`config.mk`:
```
export PLATFORM = sky130hd
export DESIGN_NAME = axi_dma_bridge_wide_flat
export DESIGN_NICKNAME = d
export VERILOG_FILES = /design/src/rtl/axi_dma_bridge_wide_if.sv /design/src/rtl/axi_dma_bridge_wide.sv /design/src/flat_wrapper.sv
export SDC_FILE = /design/constraint.sdc
export NUM_CORES = 1
export LEC_CHECK = 0
export ABC_AREA = 1
export ABC_CLOCK_PERIOD_IN_PS = 1990
export CAP_MARGIN = 20
export CORE_MARGIN = 3
export CORE_UTILIZATION = 45
export DETAILED_ROUTE_END_ITERATION = 6
export GPL_TIMING_DRIVEN = 1
export PLACE_DENSITY = 0.76
export SLEW_MARGIN = 20
export SYNTH_ARGS = -nofsm -noshare
export SYNTH_HDL_FRONTEND = slang
export SYNTH_SLANG_ARGS = --single-unit
```
`constraint.sdc`:
```
create_clock -name clk -period 1.99 [get_ports clk]
set_input_delay 0.398 -clock clk [delete_from_list [all_inputs] [get_ports clk]]
set_output_delay 0.398 -clock clk [all_outputs]
set_load 0.01 [all_outputs]
```
`src/rtl/axi_dma_bridge_wide_if.sv`:
```
// AXI4 write-channel bundle (AW/W/B) between a write master and the DMA bridge.
// The master modport belongs to the upstream side; the slave modport belongs to the bridge.
interface axi_dma_bridge_wide_if #(
   parameter int DATA_WIDTH = 64,
   parameter int ADDR_WIDTH = 32,
   parameter int ID_WIDTH   = 4
);
   logic [ID_WIDTH-1:0]     awid;
   logic [ADDR_WIDTH-1:0]   awaddr;
   logic [7:0]              awlen;
   logic [2:0]              awsize;
   logic [1:0]              awburst;
   logic                    awvalid;
   logic                    awready;
   logic [DATA_WIDTH-1:0]   wdata;
   logic [DATA_WIDTH/8-1:0] wstrb;
   logic                    wlast;
   logic                    wvalid;
   logic                    wready;
   logic [ID_WIDTH-1:0]     bid;
   logic [1:0]              bresp;
   logic                    bvalid;
   logic                    bready;

   modport master (
      output awid, awaddr, awlen, awsize, awburst, awvalid,
      input  awready,
      output wdata, wstrb, wlast, wvalid,
      input  wready,
      input  bid, bresp, bvalid,
      output bready
   );

   modport slave (
      input  awid, awaddr, awlen, awsize, awburst, awvalid,
      output awready,
      input  wdata, wstrb, wlast, wvalid,
      output wready,
      output bid, bresp, bvalid,
      input  bready
   );
endinterface

```
`src/rtl/axi_dma_bridge_wide.sv`:
```
// Accepts AXI write bursts and splits each wide W beat into 32-bit byte-masked
// words pushed into a DMA FIFO, one lane per cycle, with FIFO-full back-pressure.
//
// state | meaning
// IDLE  | waiting for an AW handshake
// DATA  | waiting for the next W beat
// SPLIT | draining the held beat into the FIFO, one 32-bit lane per cycle
// RESP  | presenting the B response
module axi_dma_bridge_wide #(
   parameter int DATA_WIDTH = 64,
   parameter int ADDR_WIDTH = 32,
   parameter int ID_WIDTH   = 4
) (
   input  logic                 clk,
   input  logic                 rst_n,
   axi_dma_bridge_wide_if.slave s_axi,
   output logic [31:0]          dma_fifo_wdata,
   output logic                 dma_fifo_wen,
   input  logic                 dma_fifo_full,
   output logic [31:0]          words_written,
   output logic [15:0]          bursts_done
);
   localparam int LANES  = DATA_WIDTH / 32;
   localparam int LANE_W = (LANES > 1) ? $clog2(LANES) : 1;
   localparam logic [LANE_W-1:0] LAST_LANE = LANE_W'(LANES - 1);

   typedef enum logic [1:0] {IDLE, DATA, SPLIT, RESP} state_t;

   state_t                  state;
   logic [ID_WIDTH-1:0]     awid_q;
   logic [7:0]              len_q;
   logic [7:0]              beat_cnt;
   logic [LANE_W-1:0]       lane;
   logic                    err;
   logic                    last_beat;
   logic [DATA_WIDTH-1:0]   hold_data;
   logic [DATA_WIDTH/8-1:0] hold_strb;

   logic [3:0]  lane_strb;
   logic [31:0] lane_data;
   logic [31:0] lane_word;
   logic        lane_adv;
   logic        beat_is_last;
   logic        bad_aw;
   int          lane_i;

   // Only the decoded ID/length/size/burst matter; the address is never used.
   logic [ADDR_WIDTH-1:0] unused_awaddr;
   assign unused_awaddr = s_axi.awaddr;

   assign s_axi.awready = (state == IDLE);
   assign s_axi.wready  = (state == DATA);
   assign s_axi.bvalid  = (state == RESP);
   assign s_axi.bid     = awid_q;
   assign s_axi.bresp   = (state == RESP && err) ? 2'b10 : 2'b00;

   assign beat_is_last = (beat_cnt == len_q);
   assign bad_aw = s_axi.awburst[1] || ((32'd1 << s_axi.awsize) > 32'(DATA_WIDTH / 8));

   always_comb begin
      lane_i    = int'(lane);
      lane_strb = hold_strb[lane_i*4 +: 4];
      lane_data = hold_data[lane_i*32 +: 32];
      lane_word = '0;
      for (int b = 0; b < 4; b++) begin
         lane_word[b*8 +: 8] = lane_strb[b] ? lane_data[b*8 +: 8] : 8'h00;
      end
   end

   // An empty lane or an errored burst never waits on the FIFO.
   assign lane_adv       = !dma_fifo_full || (lane_strb == 4'h0) || err;
   assign dma_fifo_wen   = (state == SPLIT) && !err && !dma_fifo_full && (lane_strb != 4'h0);
   assign dma_fifo_wdata = (state == SPLIT) ? lane_word : 32'h0;

   always_ff @(posedge clk or negedge rst_n) begin
      if (!rst_n) begin
         state         <= IDLE;
         awid_q        <= '0;
         len_q         <= '0;
         beat_cnt      <= '0;
         lane          <= '0;
         err           <= 1'b0;
         last_beat     <= 1'b0;
         hold_data     <= '0;
         hold_strb     <= '0;
         words_written <= '0;
         bursts_done   <= '0;
      end else begin
         if (dma_fifo_wen) words_written <= words_written + 32'd1;
         case (state)
            IDLE: if (s_axi.awvalid) begin
               awid_q   <= s_axi.awid;
               len_q    <= s_axi.awlen;
               beat_cnt <= '0;
               err      <= bad_aw;
               state    <= DATA;
            end
            DATA: if (s_axi.wvalid) begin
               hold_data <= s_axi.wdata;
               hold_strb <= s_axi.wstrb;
               lane      <= '0;
               last_beat <= s_axi.wlast || beat_is_last;
               beat_cnt  <= beat_cnt + 8'd1;
               if (s_axi.wlast != beat_is_last) err <= 1'b1;
               state     <= SPLIT;
            end
            SPLIT: if (lane_adv) begin
               if (lane == LAST_LANE) begin
                  lane  <= '0;
                  state <= last_beat ? RESP : DATA;
               end else begin
                  lane <= lane + LANE_W'(1);
               end
            end
            RESP: if (s_axi.bready) begin
               err         <= 1'b0;
               bursts_done <= bursts_done + 16'd1;
               state       <= IDLE;
            end
            default: state <= IDLE;
         endcase
      end
   end
endmodule

```
`src/flat_wrapper.sv`:
```
// flat-port wrapper written by rule: the top's interface ports become plain ports
module axi_dma_bridge_wide_flat 
#(
   parameter int DATA_WIDTH = 64,
   parameter int ADDR_WIDTH = 32,
   parameter int ID_WIDTH   = 4
)
  (clk, rst_n, dma_fifo_wdata, dma_fifo_wen, dma_fifo_full, words_written, bursts_done, s_axi_awid, s_axi_awaddr, s_axi_awlen, s_axi_awsize, s_axi_awburst, s_axi_awvalid, s_axi_awready, s_axi_wdata, s_axi_wstrb, s_axi_wlast, s_axi_wvalid, s_axi_wready, s_axi_bid, s_axi_bresp, s_axi_bvalid, s_axi_bready);
  axi_dma_bridge_wide_if #(.DATA_WIDTH(DATA_WIDTH), .ADDR_WIDTH(ADDR_WIDTH), .ID_WIDTH(ID_WIDTH)) s_axi_i ();
  input  logic clk;
  input  logic rst_n;
  output logic [31:0] dma_fifo_wdata;
  output logic dma_fifo_wen;
  input  logic dma_fifo_full;
  output logic [31:0] words_written;
  output logic [15:0] bursts_done;
  input wire logic [$bits(s_axi_i.awid)-1:0] s_axi_awid;
  input wire logic [$bits(s_axi_i.awaddr)-1:0] s_axi_awaddr;
  input wire logic [$bits(s_axi_i.awlen)-1:0] s_axi_awlen;
  input wire logic [$bits(s_axi_i.awsize)-1:0] s_axi_awsize;
  input wire logic [$bits(s_axi_i.awburst)-1:0] s_axi_awburst;
  input wire logic [$bits(s_axi_i.awvalid)-1:0] s_axi_awvalid;
  output wire logic [$bits(s_axi_i.awready)-1:0] s_axi_awready;
  input wire logic [$bits(s_axi_i.wdata)-1:0] s_axi_wdata;
  input wire logic [$bits(s_axi_i.wstrb)-1:0] s_axi_wstrb;
  input wire logic [$bits(s_axi_i.wlast)-1:0] s_axi_wlast;
  input wire logic [$bits(s_axi_i.wvalid)-1:0] s_axi_wvalid;
  output wire logic [$bits(s_axi_i.wready)-1:0] s_axi_wready;
  output wire logic [$bits(s_axi_i.bid)-1:0] s_axi_bid;
  output wire logic [$bits(s_axi_i.bresp)-1:0] s_axi_bresp;
  output wire logic [$bits(s_axi_i.bvalid)-1:0] s_axi_bvalid;
  input wire logic [$bits(s_axi_i.bready)-1:0] s_axi_bready;
  assign s_axi_i.awid = s_axi_awid;
  assign s_axi_i.awaddr = s_axi_awaddr;
  assign s_axi_i.awlen = s_axi_awlen;
  assign s_axi_i.awsize = s_axi_awsize;
  assign s_axi_i.awburst = s_axi_awburst;
  assign s_axi_i.awvalid = s_axi_awvalid;
  assign s_axi_awready = s_axi_i.awready;
  assign s_axi_i.wdata = s_axi_wdata;
  assign s_axi_i.wstrb = s_axi_wstrb;
  assign s_axi_i.wlast = s_axi_wlast;
  assign s_axi_i.wvalid = s_axi_wvalid;
  assign s_axi_wready = s_axi_i.wready;
  assign s_axi_bid = s_axi_i.bid;
  assign s_axi_bresp = s_axi_i.bresp;
  assign s_axi_bvalid = s_axi_i.bvalid;
  assign s_axi_i.bready = s_axi_bready;
  axi_dma_bridge_wide #(.DATA_WIDTH(DATA_WIDTH), .ADDR_WIDTH(ADDR_WIDTH), .ID_WIDTH(ID_WIDTH)) u_core (.clk(clk), .rst_n(rst_n), .s_axi(s_axi_i), .dma_fifo_wdata(dma_fifo_wdata), .dma_fifo_wen(dma_fifo_wen), .dma_fifo_full(dma_fifo_full), .words_written(words_written), .bursts_done(bursts_done));
endmodule
```
==> results of run 1 <==
## flip-flops by register name, summed over array words and instances (netlist names)
name and cells:
u_core.beat_cnt 8, u_core.bursts_done 16, u_core.err 1, u_core.hold_data 64, u_core.hold_strb 8, u_core.lane 1
u_core.last_beat 1, u_core.len_q 8, u_core.s_axi.bid 4, u_core.state 2, u_core.words_written 32
## metal layers
layer / up-vias / GRT usage [%] / share of wire (%)
met2: 179 / 37.4 / 50
met1: 3191 / 27.5 / 43
met4: 2 / 5.71 / 1.6
li1: 3268 / - / -
met5: - / 0 / 0.065
met3: 28 / 5.53 / 5.6
## repair_timing
action                                  CTS  global route
hold endpoints to repair                 47             0
buffers inserted                          8             5
hold buffers                              1             0
gates resized for setup                 142           105
cloned                                    0             3
endpoints found under the setup margin   37            40
pin swaps                                 2            16
## power by group through the flow
stage / clock (uW) / combinational [uW] / sequential (uW)
final: 3330 / 4560 / 4690
after global routing: 3530 / 5000 / 4810
after CTS: 3400 / 4140 / 4620
after detailed placement: 0 / 4040 / 4650
after global placement: 0 / 3920 / 4600
after floorplan: 0 / 2490 / 4560
## how the worst max path moves through the flow
stage	start	endpoint	slack (ns)	depth (start not counted)
after floorplan	u_core.state[0]$_DFFE_PN0P_	dma_fifo_wen	0.25	8
after global placement	u_core.lane$_DFFE_PN0P_	dma_fifo_wdata[26]	-0.18	7
after detailed placement	u_core.lane$_DFFE_PN0P_	dma_fifo_wdata[26]	-0.20	7
after CTS	u_core.lane$_DFFE_PN0P_	dma_fifo_wdata[11]	-0.21	7
after global routing	u_core.lane$_DFFE_PN0P_	dma_fifo_wdata[20]	-0.27	7
final	u_core.lane$_DFFE_PN0P_	dma_fifo_wdata[22]	-0.18	7
## cell families (layout without fill, tap and decap cells)
group | count (synthesis) | in the layout | synth area share, %
adder cells (fa/ha/maj) | 9 | 9 | 1.49
XOR/XNOR | 32 | 32 | 3.71
buffers and inverters | 87 | 323 | 5.12
AO/OA/AOI/OAI | 57 | 57 | 3.94
other | 1 | 2 | 0.0496
AND/OR/NAND/NOR | 469 | 469 | 25.3
flip-flops | 145 | 145 | 48.0
multiplexers | 83 | 83 | 12.4
## final cells by class
| cell class | instances | area share, % |
|---|---|---|
| timing repair buffer | 230 | 20.6 |
| inverter | 61 | 2.17 |
| multi-input combinational | 651 | 35.3 |
| clock inverter | 13 | 1.72 |
| tap | 216 | 2.51 |
| antenna | 1 | 0.0232 |
| clock buffer | 19 | 4.01 |
| sequential | 145 | 33.7 |
## metrics by stage
stage | cell area (sq um) | std cells | power (uW) | hold slack (ns) | worst slack, ns
2_1_floorplan | 7560 | 883 | 7050 | 0.102 | 0.249
3_3_place_gp | 9790 | 1288 | 8520 | 0.385 | -0.185
3_5_place_dp | 9790 | 1288 | 8690 | 0.385 | -0.195
4_1_cts | 10500 | 1329 | 12200 | 0.497 | -0.206
5_1_grt | 10800 | 1336 | 13300 | 0.511 | -0.268
6_report | 10800 | 1336 | 12600 | 0.501 | -0.179
## worst max-delay path: stages, from the launching register on
cell and delay (ns):
dfrtp_2 0.48, buf_6 0.15, o21ai_4 0.15, nand2_2 0.08
buf_8 0.15, buf_6 0.11, a21oi_2 0.10, buf_2 0.14
## placed cells by master (no fill, tap or decap), types with 6 or more instances in the layout
cell type	instances
nand2_1	302
clkdlybuf4s50_1	143
dfrtp_1	141
mux2_2	83
nor2_1	73
inv_1	56
buf_2	31
nand3_1	30
nand2_2	29
a21oi_2	28
buf_4	25
clkbuf_16	20
xnor2_1	16
xor2_1	16
o21ai_0	14
buf_6	14
nand4_1	12
a21oi_1	6
buf_12	6
==> results.yml, run 1 <==
status:
  status: "finished, violations left"
  violations: "negative setup slack"
cells_and_area:
  nFillCells: 1287
  synthToLayoutAreaGrowth_pct: 42.7
  multi_input_area_sq_um: 3810
  layout.nets: 1243
  ff_latch_area_sq_um: 3630
  final_core_util_pct: 66.7
  drive_gt1_share_pct: 25.6
pwr:
  intPower_uw: 8520
  p_comb_share_pct: 36.2
  power_frac_seq_pct: 37.3
  powerDensity_nw_per_um2: 1170
  switchingPower_uw: 4060
  pwr-share-clk_pct: 26.5
  switching_share_pct: 32.3
  peakVddDrop_uv: 789
  leakagePower_uw: 0.00488
worst_setup_path:
  regToRegSetupSlack_ns: 0.18
  worstPathArrival_ns: 1.77
  cp_max_fo: 8
  required_ns: 1.59
  r2r-start: "u_core.lane$_DFFE_PN0P_"
  cp-start-kind: "register"
  crit_type: "reg2out"
  endpoint_kind: "output port"
  r2r_cells: 11
  rr_endpoint: "u_core.words_written[23]$_DFFE_PN0P_"
logic_synthesis:
  syn-cell-area_sq_um: 7560
  yosysSeqAreaShare_pct: 48.0
  syn_avg_cell_area_sq_um: 8.56
  ys.warnings.count: 0
  ys_ff_latch: 145
  yosysMostFrequentCell: "nand2_1"
  synth_common_cells: "nand2_1, dfrtp_1, mux2_2"
  syn-instance-count: 883
  mappedNetlistNets: 1020
  ys_top_cells_by_area: "dfrtp_1, nand2_1, mux2_2, nor2_1, inv_1"
  async_flop_share_pct: 100
  synth-edff-count: 0
  yosysTopAreaCell: "dfrtp_1"
  ys.flop_type: "dfrtp_1"
  synth_top_area_share_pct: 48.0
  ys_types: 34
global_route:
  grt-ovfl-total: 0
  grt_pass1_wl_mm: 31.9
  grt_pass1_vias: 6540
  antenna_found_initial: 2
  grt_usage_pct: 21.8
  grt_max_degree: 52
timing:
  hold_violations: 0
  rsz0062_at_grt: "yes"
  tns_ns: -1.82
  finClkSkew_ns: 0.00548
  clock.fmax_mhz: 461
  setup_violations: 32
  min_period_ns: 2.17
  min_period_over_period_pct: 109
  setup_slack_ns: -0.179
  slew_viol_final: 0
route:
  vias_per_cell: 4.99
  wire_per_inst_um: 14.9
  drc: 0
  ant_nets: 0
  vias: 6668
  firstDrtPassIters: 5
  routed_wl_mm: 19.9
  drt_first_iter_violations: 403
floorplan:
  core_area_sq_um: 16200
  dieArea_sq_um: 18400
  fp.dieW_um: 136
  pin_count: 218
  die_y_um: 136
  num_rows: 46
  start_util_pct: 46.7
clocking:
  clock_latency_ns: 0.42
  cts_buffer_depth: 2
  cts_tree: "yes"
  cts-root-buf: "clkbuf_16"
  cts_buffers: 17
  cts.sinks: 145
  h-tree-depth: 4
  clk_pin_slew_worst_paths_ns: 0.06
min_path:
  hp-class: "in2async"
run:
  cap_violations: 0
place:
  hpwlAfterDp_mm: 13.9
  io_buffer_count: 181
  globalplace.congestion: 0.877
Power figures use the tool's default switching activity.
==> inputs of run 2 (changes only) <==
--- a/config.mk
+++ b/config.mk
@@ -11,8 +11,9 @@
 export CORE_MARGIN = 3
 export CORE_UTILIZATION = 45
 export DETAILED_ROUTE_END_ITERATION = 6
-export GPL_TIMING_DRIVEN = 1
+export GPL_TIMING_DRIVEN = 0
 export PLACE_DENSITY = 0.76
+export RECOVER_POWER = 25
 export SLEW_MARGIN = 20
 export SYNTH_ARGS = -nofsm -noshare
 export SYNTH_HDL_FRONTEND = slang
==> run 2 against run 1 <==
  * The run still ends with negative setup slack left
  * Via count is 0.49% lower
  * Global-route usage increased by 0.82 points
  * Largest cell class unchanged
  * Register-to-register slack lost 0.15 ns
  * Count of clock-buffer cells in the layout up 2
  * Non-clock buffer count shrank 3
==> results.yml, run 2 (synthesis gave the netlist of run 1 again) <==
status:
  status: "finished, violations left"
  violations: "negative setup slack"
worst_setup_path:
  required_ns: 1.59
  slowest_delay_ns: 0.40
  worst_path_max_delay_cell: "dfrtp_1"
  crit_chain: "inv_2 > ha_4 > clkbuf_16 > buf_8 > nand2_8 > a21oi_2 > buf_2"
  crit_type: "reg2out"
  endpoint_kind: "output port"
  cp_max_fo: 8
  cp-start-kind: "register"
  worstPathArrival_ns: 1.67
cells_and_area:
  regMostFlops: "u_core.hold_data"
  final_common_cell: "nand2_1"
  drive_gt1_share_pct: 24.5
  multi_input_area_sq_um: 3850
  synthToLayoutAreaGrowth_pct: 41.9
  largest_reg_flops: 64
  layout.nets: 1240
  top_regs: "u_core.hold_data: 64 flops, u_core.words_written: 32 flops, u_core.bursts_done: 16 flops"
  ff_latch_area_sq_um: 3630
  nFillCells: 1336
  final_core_util_pct: 66.3
  layout_common_cells: "nand2_1, clkdlybuf4s50_1, dfrtp_1, mux2_2, nor2_1"
timing:
  slew_headroom_pct: 40.1
  min_period_over_period_pct: 104
  slew_viol_final: 0
  worst_pin_slew_ns: 0.898
  setup_slack_ns: -0.0808
  tns_ns: -1.64
  hold_violations: 0
  setup_violations: 33
  rsz0062_at_grt: "yes"
  min_period_ns: 2.07
  clock.fmax_mhz: 483
  finClkSkew_ns: 0.00812
place:
  hpwlAfterDp_mm: 14.3
  io_buffer_count: 181
  globalplace.congestion: 0.871
clocking:
  h-tree-depth: 4
  cts_tree: "yes"
  clk_pin_slew_worst_paths_ns: 0.06
  cts.sinks: 145
  cts_buffers: 17
  cts-root-buf: "clkbuf_16"
  cts_buffer_depth: 2
  clock_latency_ns: 0.42
pwr:
  switching_share_pct: 32.9
  leakagePower_uw: 0.00484
  power_frac_seq_pct: 36.6
  switchingPower_uw: 4210
  pwr-share-clk_pct: 27.3
  intPower_uw: 8590
  peakVddDrop_uv: 867
  p_comb_share_pct: 36.2
  powerDensity_nw_per_um2: 1190
global_route:
  top_usage_layer: "met2"
  grt_max_degree: 98
  antenna_found_initial: 1
  grt_pass1_wl_mm: 32.9
  grt_usage_pct: 22.6
  globalRouteMet1Util_pct: 29.5
  use_met3_pct: 6.05
  grt-ovfl-total: 0
  grt_pass1_vias: 6480
  grt_use_met2_pct: 37.1
floorplan:
  fp.dieW_um: 136
  core_area_sq_um: 16200
  start_util_pct: 46.7
  num_rows: 46
  pin_count: 218
  dieArea_sq_um: 18400
  die_y_um: 136
route:
  ant_nets: 0
  routed_wl_mm: 20.5
  drt_first_iter_violations: 403
  drc: 0
  wire_per_inst_um: 15.4
  firstDrtPassIters: 5
  vias_per_cell: 4.98
  vias: 6635
min_path:
  hp-class: "in2async"
run:
  cap_violations: 0
[run 2: cell types whose count changed in the layout (fill, tap and decap cells not counted), sizes merged]
cell and delta:
clkbuf +8, clkinvlp -2, clkdlybuf4s15 -2, buf -8, inv -2, clkinv +2
dlygate4sd2 +1
[run 2: final timing paths]
check / cells after the start / slack (ns) / to / startpoint
min: 2 / 0.45 / u_core.hold_data[39]$_DFFE_PN0P_ / rst_n
max reg2reg: 9 / 0.03 / u_core.bursts_done[9]$_DFFE_PN0P_ / u_core.state[1]$_DFFE_PN0P_
min reg2reg: 1 / 0.51 / u_core.hold_data[36]$_DFFE_PN0P_ / u_core.hold_data[36]$_DFFE_PN0P_
max in group asynchronous: 3 / 0.32 / u_core.lane$_DFFE_PN0P_ / rst_n
max: 7 / -0.08 / dma_fifo_wdata[16] / u_core.state[0]$_DFFE_PN0P_
min in group clk: 1 / 0.51 / u_core.hold_data[36]$_DFFE_PN0P_ / u_core.hold_data[36]$_DFFE_PN0P_
[run 2: cell type report]
class,instances,area share (%)
well taps,216,2.52
flip-flops and latches,145,33.9
inverters,61,2.25
clock buffers,21,4.39
plain buffers,25,2.05
multi-input cells,651,35.9
diodes,1,0.0233
clock inverters,11,1.66
repair buffers,202,17.3
[run 2: power by group through the flow]
stage               Sequential [uW]  Combinational (uW)  Clock [uW]
floorplan                      4560                2490           0
global placement               4620                3750           0
detailed placement             4660                3860           0
CTS                            4630                4210        3550
global route                   4810                5090        3680
finish                         4680                4630        3490
[run 2: timing repair]
action / in CTS / in global routing
resized for setup: 203 / 55
hold buffers: 1 / 0
gates cloned: 1 / 0
endpoints found under the setup margin: 78 / 64
hold endpoints to repair: 48 / 0
pin swaps: 5 / 9
buffers inserted: 11 / 7
[run 2: metal layers]
layer,vias to the layer above,routed length [um],part of all wire [%]
li1,3258,-,-
met1,3154,8980,44
met2,188,9870,48
met3,35,1220,6.0
met4,0,446,2.2
met5,-,0,0
[run 2: per-stage QoR]
step	setup slack [ns]	std cells	total power (uW)	hold slack, ns	instance area [sq um]
detailed placement	-0.509	1281	8520	0.330	9670
CTS	-0.180	1325	12400	0.474	10500
floorplan	0.249	883	7050	0.102	7560
global placement	-5.52	1280	8370	0.478	9640
finish	-0.0808	1333	12800	0.454	10700
global route	-0.148	1333	13600	0.497	10700
[run 2: critical path: cells and delay by family, from the launching register on]
family          cells  cell delay [ns]
compound gates      1             0.12
fa+ha+maj           1             0.13
buf+inv             4             0.50
flops               1             0.40
simple gates        1             0.09
==> inputs of run 3 (changes only) <==
--- a/config.mk
+++ b/config.mk
@@ -7,7 +7,7 @@
 export LEC_CHECK = 0
 export ABC_AREA = 1
 export ABC_CLOCK_PERIOD_IN_PS = 1990
-export CAP_MARGIN = 20
+export CAP_MARGIN = 30
 export CORE_MARGIN = 3
 export CORE_UTILIZATION = 45
 export DETAILED_ROUTE_END_ITERATION = 6
==> results of run 3 <==
Final layout, timing and power as in run 2 (identical DEF).
==> RTL change, RTL diff (settings of run 3) <==
`ID_WIDTH` is set to 4 in 3 places; all go to 6.
--- a/src/rtl/axi_dma_bridge_wide_if.sv
+++ b/src/rtl/axi_dma_bridge_wide_if.sv
@@ -4,5 +4,5 @@
    parameter int DATA_WIDTH = 64,
    parameter int ADDR_WIDTH = 32,
-   parameter int ID_WIDTH   = 4
+   parameter int ID_WIDTH   = 6
 );
    logic [ID_WIDTH-1:0]     awid;
--- a/src/rtl/axi_dma_bridge_wide.sv
+++ b/src/rtl/axi_dma_bridge_wide.sv
@@ -10,5 +10,5 @@
    parameter int DATA_WIDTH = 64,
    parameter int ADDR_WIDTH = 32,
-   parameter int ID_WIDTH   = 4
+   parameter int ID_WIDTH   = 6
 ) (
    input  logic                 clk,
--- a/src/flat_wrapper.sv
+++ b/src/flat_wrapper.sv
@@ -4,5 +4,5 @@
    parameter int DATA_WIDTH = 64,
    parameter int ADDR_WIDTH = 32,
-   parameter int ID_WIDTH   = 4
+   parameter int ID_WIDTH   = 6
 )
   (clk, rst_n, dma_fifo_wdata, dma_fifo_wen, dma_fifo_full, words_written, bursts_done, s_axi_awid, s_axi_awaddr, s_axi_awlen, s_axi_awsize, s_axi_awburst, s_axi_awvalid, s_axi_awready, s_axi_wdata, s_axi_wstrb, s_axi_wlast, s_axi_wvalid, s_axi_wready, s_axi_bid, s_axi_bresp, s_axi_bvalid, s_axi_bready);
Interface: changed (resized s_axi_awid and s_axi_bid); port bits go from 218 to 222. The function was not compared with the original's and may differ.
==> RTL change against run 3 <==
The flow still finishes with violations (setup timing); setup slack better by 0.034 ns; register-to-register slack improved by 0.06 ns; non-clock buffer count up 4; sequential cell count increased by 2; largest cell class unchanged; sequential share of layout area about the same; total power about the same; routed wire length grew 0.22%; final area up 1.3%; count of clock-buffer cells in the layout shrank 1; area after synthesis grew 1.8%; cell count up 0.90%; synthesized cell count rose by 0.79%.
==> RTL change: results <==
export IMPL_sw_frac_of_total_pct=33.2
export IMPL_grt_pass1_wl_um=32600
export IMPL_fp_row_count=47
export IMPL_power_leakage_nw=4.93
export IMPL_num_multi_input_gates=644
export IMPL_violations="setup timing"
export IMPL_synth_mux_area_share_pct=11.4
export IMPL_ys_seq_elements=147
export IMPL_place_congestion=0.899
export IMPL_final_seq_area_um2=3680
export IMPL_syn_area_per_cell_um2=8.64
export IMPL_worstReg2RegEnd="u_core.len_q[1]$_DFFE_PN0P_"
export IMPL_setup_viol_count_final=17
export IMPL_fin_ws_ns=-0.0469
export IMPL_fillers=1374
export IMPL_n_antenna_cell=0
export IMPL_synth_xor_area_share_pct=3.06
export IMPL_synthDistinctLibCells=38
export IMPL_num_nonclk_inverters=72
export IMPL_peakVddDrop_uv=720
export IMPL_tightest_slew_ns=0.878
export IMPL_drive_gt1_share_pct=24.1
export IMPL_multi_input_area_share_pct=35.0
export IMPL_wirelength_um=20600
export IMPL_track_usage_pct=22.0
export IMPL_wl_met2_um=9840
export IMPL_skew_ns=0.00867
export IMPL_p_clk_share_pct=25.8
export IMPL_yosys_top_cells_area="dfrtp_1, nand2_1, mux2_2"
export IMPL_clock_area_share_pct=5.59
export IMPL_n_clock_buffer=20
export IMPL_dp_slack_ns=-0.587
export IMPL_wl_met1_um=9110
export IMPL_synthTopCellsByCount="nand2_1, dfrtp_1, mux2_2, nor2_1, inv_1"
export IMPL_nonClkBufAreaFrac_pct=20.4
export IMPL_slowest_delay_ns=0.37
export IMPL_outcome="finished, violations left"
export IMPL_reg2regPathDepth=7
export IMPL_powerDensity_nw_per_um2=1180
export IMPL_reg2reg_slack_ns=0.09
[RTL change: cell count changes after synthesis, moves of 6 or more]
cell and change:
a21oi_1 +9, buf_2 -8, buf_4 +6, inv_1 +9, nand2_1 -20, nor2_2 +6, xor2_1 -7
[RTL change: worst max-delay path by stage]
stage                           startpoint                                to  slack (ns)
2_1_floorplan  u_core.state[0]$_DFFE_PN0P_                      dma_fifo_wen        0.17
3_3_place_gp                         rst_n  u_core.hold_data[24]$_DFFE_PN0P_       -5.59
3_5_place_dp   u_core.state[0]$_DFFE_PN0P_                      dma_fifo_wen       -0.59
4_1_cts        u_core.state[0]$_DFFE_PN0P_                 dma_fifo_wdata[9]       -0.10
5_1_grt            u_core.lane$_DFFE_PN0P_                dma_fifo_wdata[21]       -0.13
6_report           u_core.lane$_DFFE_PN0P_                dma_fifo_wdata[21]       -0.05
[RTL change: per-layer routing]
layer / vias up / GRT usage (%)
li1: 3291 / -
met1: 3251 / 28.6
met2: 189 / 36.4
met3: 26 / 5.70
met4: 0 / 6.33
met5: - / 0
